[config.mk]
export PLATFORM = sky130hd
export DESIGN_NAME = stack_cmd_frontend
export DESIGN_NICKNAME = d
export VERILOG_FILES = /design/src/rtl/stack_cmd_frontend.sv
export SDC_FILE = /design/constraint.sdc
export NUM_CORES = 1
export LEC_CHECK = 0
export CAP_MARGIN = 20
export CORE_AREA = 2 2 66 68
export CTS_BUF_LIST = sky130_fd_sc_hd__clkbuf_16
export DETAILED_ROUTE_END_ITERATION = 10
export DIE_AREA = 0 0 68 70
export PLACE_DENSITY_LB_ADDON = 0.2
export SYNTH_ARGS = -nofsm -noshare
export SYNTH_HDL_FRONTEND = slang
export SYNTH_SLANG_ARGS = --single-unit
export TNS_END_PERCENT = 5
[constraint.sdc]
create_clock -name clk -period 3.2 [get_ports clk]
set_clock_uncertainty 0.05 [all_clocks]
set_input_delay 0.32 -clock clk [delete_from_list [all_inputs] [get_ports clk]]
set_output_delay 0.32 -clock clk [all_outputs]
set_load 0.03 [all_outputs]
[src/rtl/stack_cmd_frontend.sv]
// stack_cmd_frontend
// Conditions raw push/pop switches and the data bus for the LIFO stack:
// synchronises them, optionally debounces the switch levels, turns rising
// edges into two-cycle command strobes aligned to the stack's two-phase step,
// and tracks occupancy so over/underflowing commands never reach the stack.
// Optional feature macro: CMD_DEBOUNCE_EN (adds per-switch debounce counters).
module stack_cmd_frontend #(
  parameter int DEPTH     = 256,
  parameter int CNT_W     = 9,
  parameter int DB_CYCLES = 1000
) (
  input  logic             clk,
  input  logic             reset,
  input  logic             sw_push,
  input  logic             sw_pop,
  input  logic [7:0]       data_in,
  input  logic             err_clear,
  output logic             push_o,
  output logic             pop_o,
  output logic [7:0]       data_o,
  output logic [CNT_W-1:0] count,
  output logic             empty,
  output logic             full,
  output logic             busy,
  output logic             err_overflow,
  output logic             err_underflow,
  output logic             err_conflict
);

  typedef enum logic [2:0] {IDLE, WAIT_PH, ISSUE0, ISSUE1, GAP} state_t;

  localparam logic [CNT_W-1:0] CNT_MAX = CNT_W'(DEPTH);

  // Elaboration-time sanity checks on the parameter set
  if (CNT_W < $clog2(DEPTH + 1)) begin : g_bad_cnt_w
    $error("CNT_W too narrow to hold DEPTH");
  end
  if (DB_CYCLES < 1) begin : g_bad_db_cycles
    $error("DB_CYCLES must be at least 1");
  end

  logic [1:0] push_sync;
  logic [1:0] pop_sync;
  logic [7:0] data_meta;
  logic [7:0] s_data;
  logic       s_push;
  logic       s_pop;
  logic       d_push;
  logic       d_pop;
  logic       d_push_q;
  logic       d_pop_q;
  logic       e_push;
  logic       e_pop;
  logic       ph;
  logic       cmd_push;
  state_t     state;

  // Two-flop synchronisers bring the asynchronous switches into the clock domain
  always_ff @(posedge clk or posedge reset) begin
    if (reset) begin
      push_sync <= 2'b00;
      pop_sync  <= 2'b00;
      data_meta <= 8'h00;
      s_data    <= 8'h00;
    end else begin
      push_sync <= {push_sync[0], sw_push};
      pop_sync  <= {pop_sync[0], sw_pop};
      data_meta <= data_in;
      s_data    <= data_meta;
    end
  end

  assign s_push = push_sync[1];
  assign s_pop  = pop_sync[1];

`ifdef CMD_DEBOUNCE_EN
  localparam int DB_W = $clog2(DB_CYCLES + 1);
  localparam logic [DB_W-1:0] DB_LAST = DB_W'(DB_CYCLES - 1);

  logic [DB_W-1:0] db_cnt_push;
  logic [DB_W-1:0] db_cnt_pop;

  // Push debounce: the level only follows the input after DB_CYCLES stable cycles
  always_ff @(posedge clk or posedge reset) begin
    if (reset) begin
      d_push      <= 1'b0;
      db_cnt_push <= '0;
    end else if (s_push == d_push) begin
      db_cnt_push <= '0;
    end else if (db_cnt_push == DB_LAST) begin
      d_push      <= s_push;
      db_cnt_push <= '0;
    end else begin
      db_cnt_push <= db_cnt_push + DB_W'(1);
    end
  end

  // Pop debounce: same filter as push, independent counter
  always_ff @(posedge clk or posedge reset) begin
    if (reset) begin
      d_pop      <= 1'b0;
      db_cnt_pop <= '0;
    end else if (s_pop == d_pop) begin
      db_cnt_pop <= '0;
    end else if (db_cnt_pop == DB_LAST) begin
      d_pop      <= s_pop;
      db_cnt_pop <= '0;
    end else begin
      db_cnt_pop <= db_cnt_pop + DB_W'(1);
    end
  end
`else
  assign d_push = s_push;
  assign d_pop  = s_pop;
`endif

  // Registered rising-edge detection on the conditioned levels
  always_ff @(posedge clk or posedge reset) begin
    if (reset) begin
      d_push_q <= 1'b0;
      d_pop_q  <= 1'b0;
      e_push   <= 1'b0;
      e_pop    <= 1'b0;
    end else begin
      d_push_q <= d_push;
      d_pop_q  <= d_pop;
      e_push   <= d_push & ~d_push_q;
      e_pop    <= d_pop & ~d_pop_q;
    end
  end

  // Phase mirror of the stack's two-phase step; ph==0 is its write/decrement phase
  always_ff @(posedge clk or posedge reset) begin
    if (reset) begin
      ph <= 1'b0;
    end else begin
      ph <= ~ph;
    end
  end

  assign full  = (count == CNT_MAX);
  assign empty = (count == '0);

  // Command sequencer: accepts or rejects an edge in IDLE, then issues a
  // ph-aligned two-cycle strobe followed by a guard cycle; error flags are
  // cleared first so that a same-cycle set overrides the clear
  always_ff @(posedge clk or posedge reset) begin
    if (reset) begin
      state         <= IDLE;
      cmd_push      <= 1'b0;
      push_o        <= 1'b0;
      pop_o         <= 1'b0;
      data_o        <= 8'h00;
      busy          <= 1'b0;
      count         <= '0;
      err_overflow  <= 1'b0;
      err_underflow <= 1'b0;
      err_conflict  <= 1'b0;
    end else begin
      if (err_clear) begin
        err_overflow  <= 1'b0;
        err_underflow <= 1'b0;
        err_conflict  <= 1'b0;
      end
      case (state)
        IDLE: begin
          if (e_push && e_pop) begin
            err_conflict <= 1'b1;
          end else if (e_push && full) begin
            err_overflow <= 1'b1;
          end else if (e_pop && empty) begin
            err_underflow <= 1'b1;
          end else if (e_push || e_pop) begin
            data_o   <= s_data;
            cmd_push <= e_push;
            busy     <= 1'b1;
            if (ph) begin
              state  <= ISSUE0;
              push_o <= e_push;
              pop_o  <= e_pop;
            end else begin
              state <= WAIT_PH;
            end
          end
        end
        WAIT_PH: begin
          state  <= ISSUE0;
          push_o <= cmd_push;
          pop_o  <= ~cmd_push;
        end
        ISSUE0: begin
          state <= ISSUE1;
        end
        ISSUE1: begin
          state  <= GAP;
          push_o <= 1'b0;
          pop_o  <= 1'b0;
          if (cmd_push) begin
            if (!full) begin
              count <= count + CNT_W'(1);
            end
          end else if (!empty) begin
            count <= count - CNT_W'(1);
          end
        end
        GAP: begin
          state <= IDLE;
          busy  <= 1'b0;
        end
        default: begin
          state  <= IDLE;
          push_o <= 1'b0;
          pop_o  <= 1'b0;
          busy   <= 1'b0;
        end
      endcase
    end
  end

endmodule

==> metrics.md <==
| Metric | Value |
|---|---|
| Fin crit period | `2.79 ns` |
| Drt first pass iters | `4` |
| Multiplexer share of the synthesized area | `5.76%` |
| HPWL Detailed | `2.60 mm` |
| Post-Synth Adder-Cell Area | `6.11%` |
| Worst Tran Pin Value | `0.594 ns` |
| Antenna violations before repair | `0` |
| Root buf cell | `clkbuf_16` |
| Num CTS Buffers | `5` |
| Leak | `1.20 nW` |
| Seq/Total Area, Yosys | `59.9%` |
| Top Ports | `38` |
| Comb power frac | `49.4%` |
| Ys flop type | `dfrtp_1` |
| H-tree levels | `2` |
| Largest stage delay, worst path | `0.66 ns` |
| Setup TNS Final | `0 ns` |
| Number of distinct library cells after synthesis | `39` |
| Xor/xnor share of the synthesized area | `3.63%` |
| Cell internal pwr | `1.80 mW` |
| Most frequent cells in the layout | `dfrtp_1, clkdlybuf4s50_1, nand2_1` |
| Clock-pin slew on the worst setup and hold paths | `0.07 ns` |
| Fmax | `0.359 GHz` |
| CP Cell Sequence | `nor4_2 > and2_1 > and2b_2 > clkdlybuf4s50_1` |
| Area grow syn2layout | `25.9%` |
| Leading cell type in the layout, fill and taps excluded | `dfrtp_1` |
| Cell count after synthesis | `173` |
| Crit Reg-Reg Endpoint | `count[8]` |
| Crit path kind | `flip-flop to output pin` |
| Fraction of synthesis flops using an asynchronous set or reset pin | `100%` |
| Setup Viol. Count Final | `0` |
| Clock Path Buffers | `2` |
| Via density | `5.17` |
| Main combinational cell family by area after synthesis | `compound AO/OA/AOI/OAI gates` |
| Non-Filler Instances | `266` |
| Worst Path Required | `2.83 ns` |
| Top area cells in the synthesized netlist | `dfrtp_1, ha_1, mux2_2, o21ai_0, xnor2_1` |
| CTS resizes | `0` |
| Vias in the first global route | `1,427` |
| Syn Nets | `196` |
| R2r setup slk | `0.81 ns` |
| Cts hold-fix bufs | `0` |
| Average cell area after synthesis | `12.6 µm²` |
| Ant diodes | `0` |
| Max-Cap Viols | `0` |
| RSZ-0062 raised after global routing | `false` |
| Port bufs | `37` |
| Max rail drop VDD | `0.565 mV` |
| Number of clock sinks | `52` |
| Total track usage | `17.7%` |
| Post-Syn Area | `2170 µm²` |
| R2r worst-path depth | `8` |
| Final Max Tran Viols | `0` |
| CP Max Fanout | `4` |
| Post-CTS setup buffer count | `0` |
| Status | `complete, no violations` |
| Synth Area in Simple Gates | `9.97%` |
| PD cells | `1110 nW/µm²` |
| Row count | `24` |
| Slew HR | `60.1%` |
| Die outline height | `70 µm` |
| Routed WL | `3.73 mm` |
| Area leader, netlist | `dfrtp_1` |
| Crit end category | `output pin` |
| Starting Density | `52.4%` |
| Total chip power | `3.04 mW` |
| Sw Pwr | `1.24 mW` |
| Part of the power in registers | `33.4%` |
| Final hold vios | `0` |
| Overflow after GRT | `0` |
| Largest net degree at the start of global routing | `53` |
| First-pass GRT wire length | `6.31 mm` |
| Core Area | `4140 µm²` |
| Complex-gate fraction of the synthesized area | `11.2%` |
| Share of cells above drive strength 1 | `12.6%` |
| Final worst-path cycle share | `87.1%` |
| Switch share | `40.7%` |
| Iter 0 DRT Violations | `40` |
| Clock power frac | `17.2%` |
| Vias | `1,376` |
| Number of synthesized flops with an enable pin | `0` |
| Slowest-stage cell, CP | `clkdlybuf4s50_1` |
| Yosys reg bits | `52` |
| Ys Warns | `0` |
| Detail Route Antenna Nets | `0` |
| Worst r2r src | `cmd_push` |
| GPL Wtd Cong | `0.764` |
| Final nets | `237` |
| Clk_lat worst skew | `0.29 ns` |
| Die W | `68 µm` |
| CP arrival | `2.42 ns` |
| Placed Cells | `258` |
| Hold WS | `0.202 ns` |
| Synth top area share | `59.9%` |
| Worst Hold Class | `input port to async pin` |
| DR DRC count | `0` |
| TritonCTS clock tree | `yes` |
| Wire per inst | `14.0 µm` |
| Die Area | `4760 µm²` |
| Startpoint types | `flip-flop` |
[critical path: cells and delay by family, from the launching register on]
family	cells	cell delay, ns
buffers and inverters	1	0.66
DFF	1	0.42
and+or+nand+nor	3	1.04
[power by group through the flow]
| stage | sequential [mW] | clock (mW) | combinational [mW] |
|---|---|---|---|
| 3_5_place_dp | 1.03 | 0 | 1.49 |
| 2_1_floorplan | 1.21 | 0 | 0.894 |
| 5_1_grt | 1.04 | 0.558 | 1.65 |
| 4_1_cts | 1.02 | 0.533 | 1.51 |
| 3_3_place_gp | 1.01 | 0 | 1.47 |
| 6_report | 1.01 | 0.521 | 1.50 |
[logic make-up (layout without fill, tap and decap cells)]
kind of cell | count (synthesis) | in the layout
fa+ha+maj | 10 | 10
simple gates | 42 | 42
compound gates | 34 | 34
buf+inv | 15 | 56
mux | 11 | 11
flops | 52 | 52
xor+xnor | 9 | 9
[area by class of cell]
| cell class | instances | area (µm²) |
|---|---|---|
| Multi-Input combinational cell | 106 | 796 |
| Sequential cell | 52 | 1300 |
| Tap cell | 52 | 65.1 |
| Clock buffer | 5 | 125 |
| Timing Repair Buffer | 38 | 390 |
| Inverter | 11 | 41.3 |
| Fill cell | 310 | 1410 |
| Clock inverter | 2 | 16.3 |
[per-stage QoR]
step | setup slack [ns] | utilization, % | area (µm²)
after floorplan | 1.06 | - | 2170
after global placement | 0.768 | 62.1 | 2570
after detailed placement | 0.715 | 62.1 | 2570
after CTS | 0.375 | 65.5 | 2720
after global routing | 0.313 | 66.0 | 2740
final | 0.413 | 66.0 | 2740
[cell usage after synthesis, drive strengths merged (2+ instances only)]
cell / instances
a21oi: 8
a32o: 2
a32oi: 2
buf: 4
dfrtp: 52
ha: 9
inv: 11
mux2: 9
mux2i: 2
nand2: 13
nand3: 3
nor2: 11
nor2b: 3
nor3: 3
nor4: 3
o21ai: 14
xnor2: 6
xor2: 3
[routing by layer]
metal	wire length (µm)	GRT usage [%]	share of wire (%)
met1	1580	22.0	42
met4	60	6.67	1.6
met3	157	5.31	4.2
met5	0	0	0
met2	1930	28.6	52
[registers in the layout, summed over array words and instances (netlist names)]
name	count
count	9
data_meta	8
data_o	8
s_data	8
state	3
pop_sync	2
push_sync	2
busy	1
cmd_push	1
d_pop_q	1
d_push_q	1
e_pop	1
e_push	1
err_conflict	1
err_overflow	1
err_underflow	1
ph	1
pop_o	1
push_o	1
[worst max-delay path by stage]
stage               end  depth (start not counted)     start  slack [ns]
6_report          empty                          4  count[5]        0.41
3_5_place_dp      empty                          4  count[5]        0.72
2_1_floorplan  count[8]                          8  cmd_push        1.06
5_1_grt           empty                          4  count[5]        0.31
3_3_place_gp      empty                          4  count[5]        0.77
4_1_cts           empty                          4  count[5]        0.38
Power figures use the tool's default switching activity.
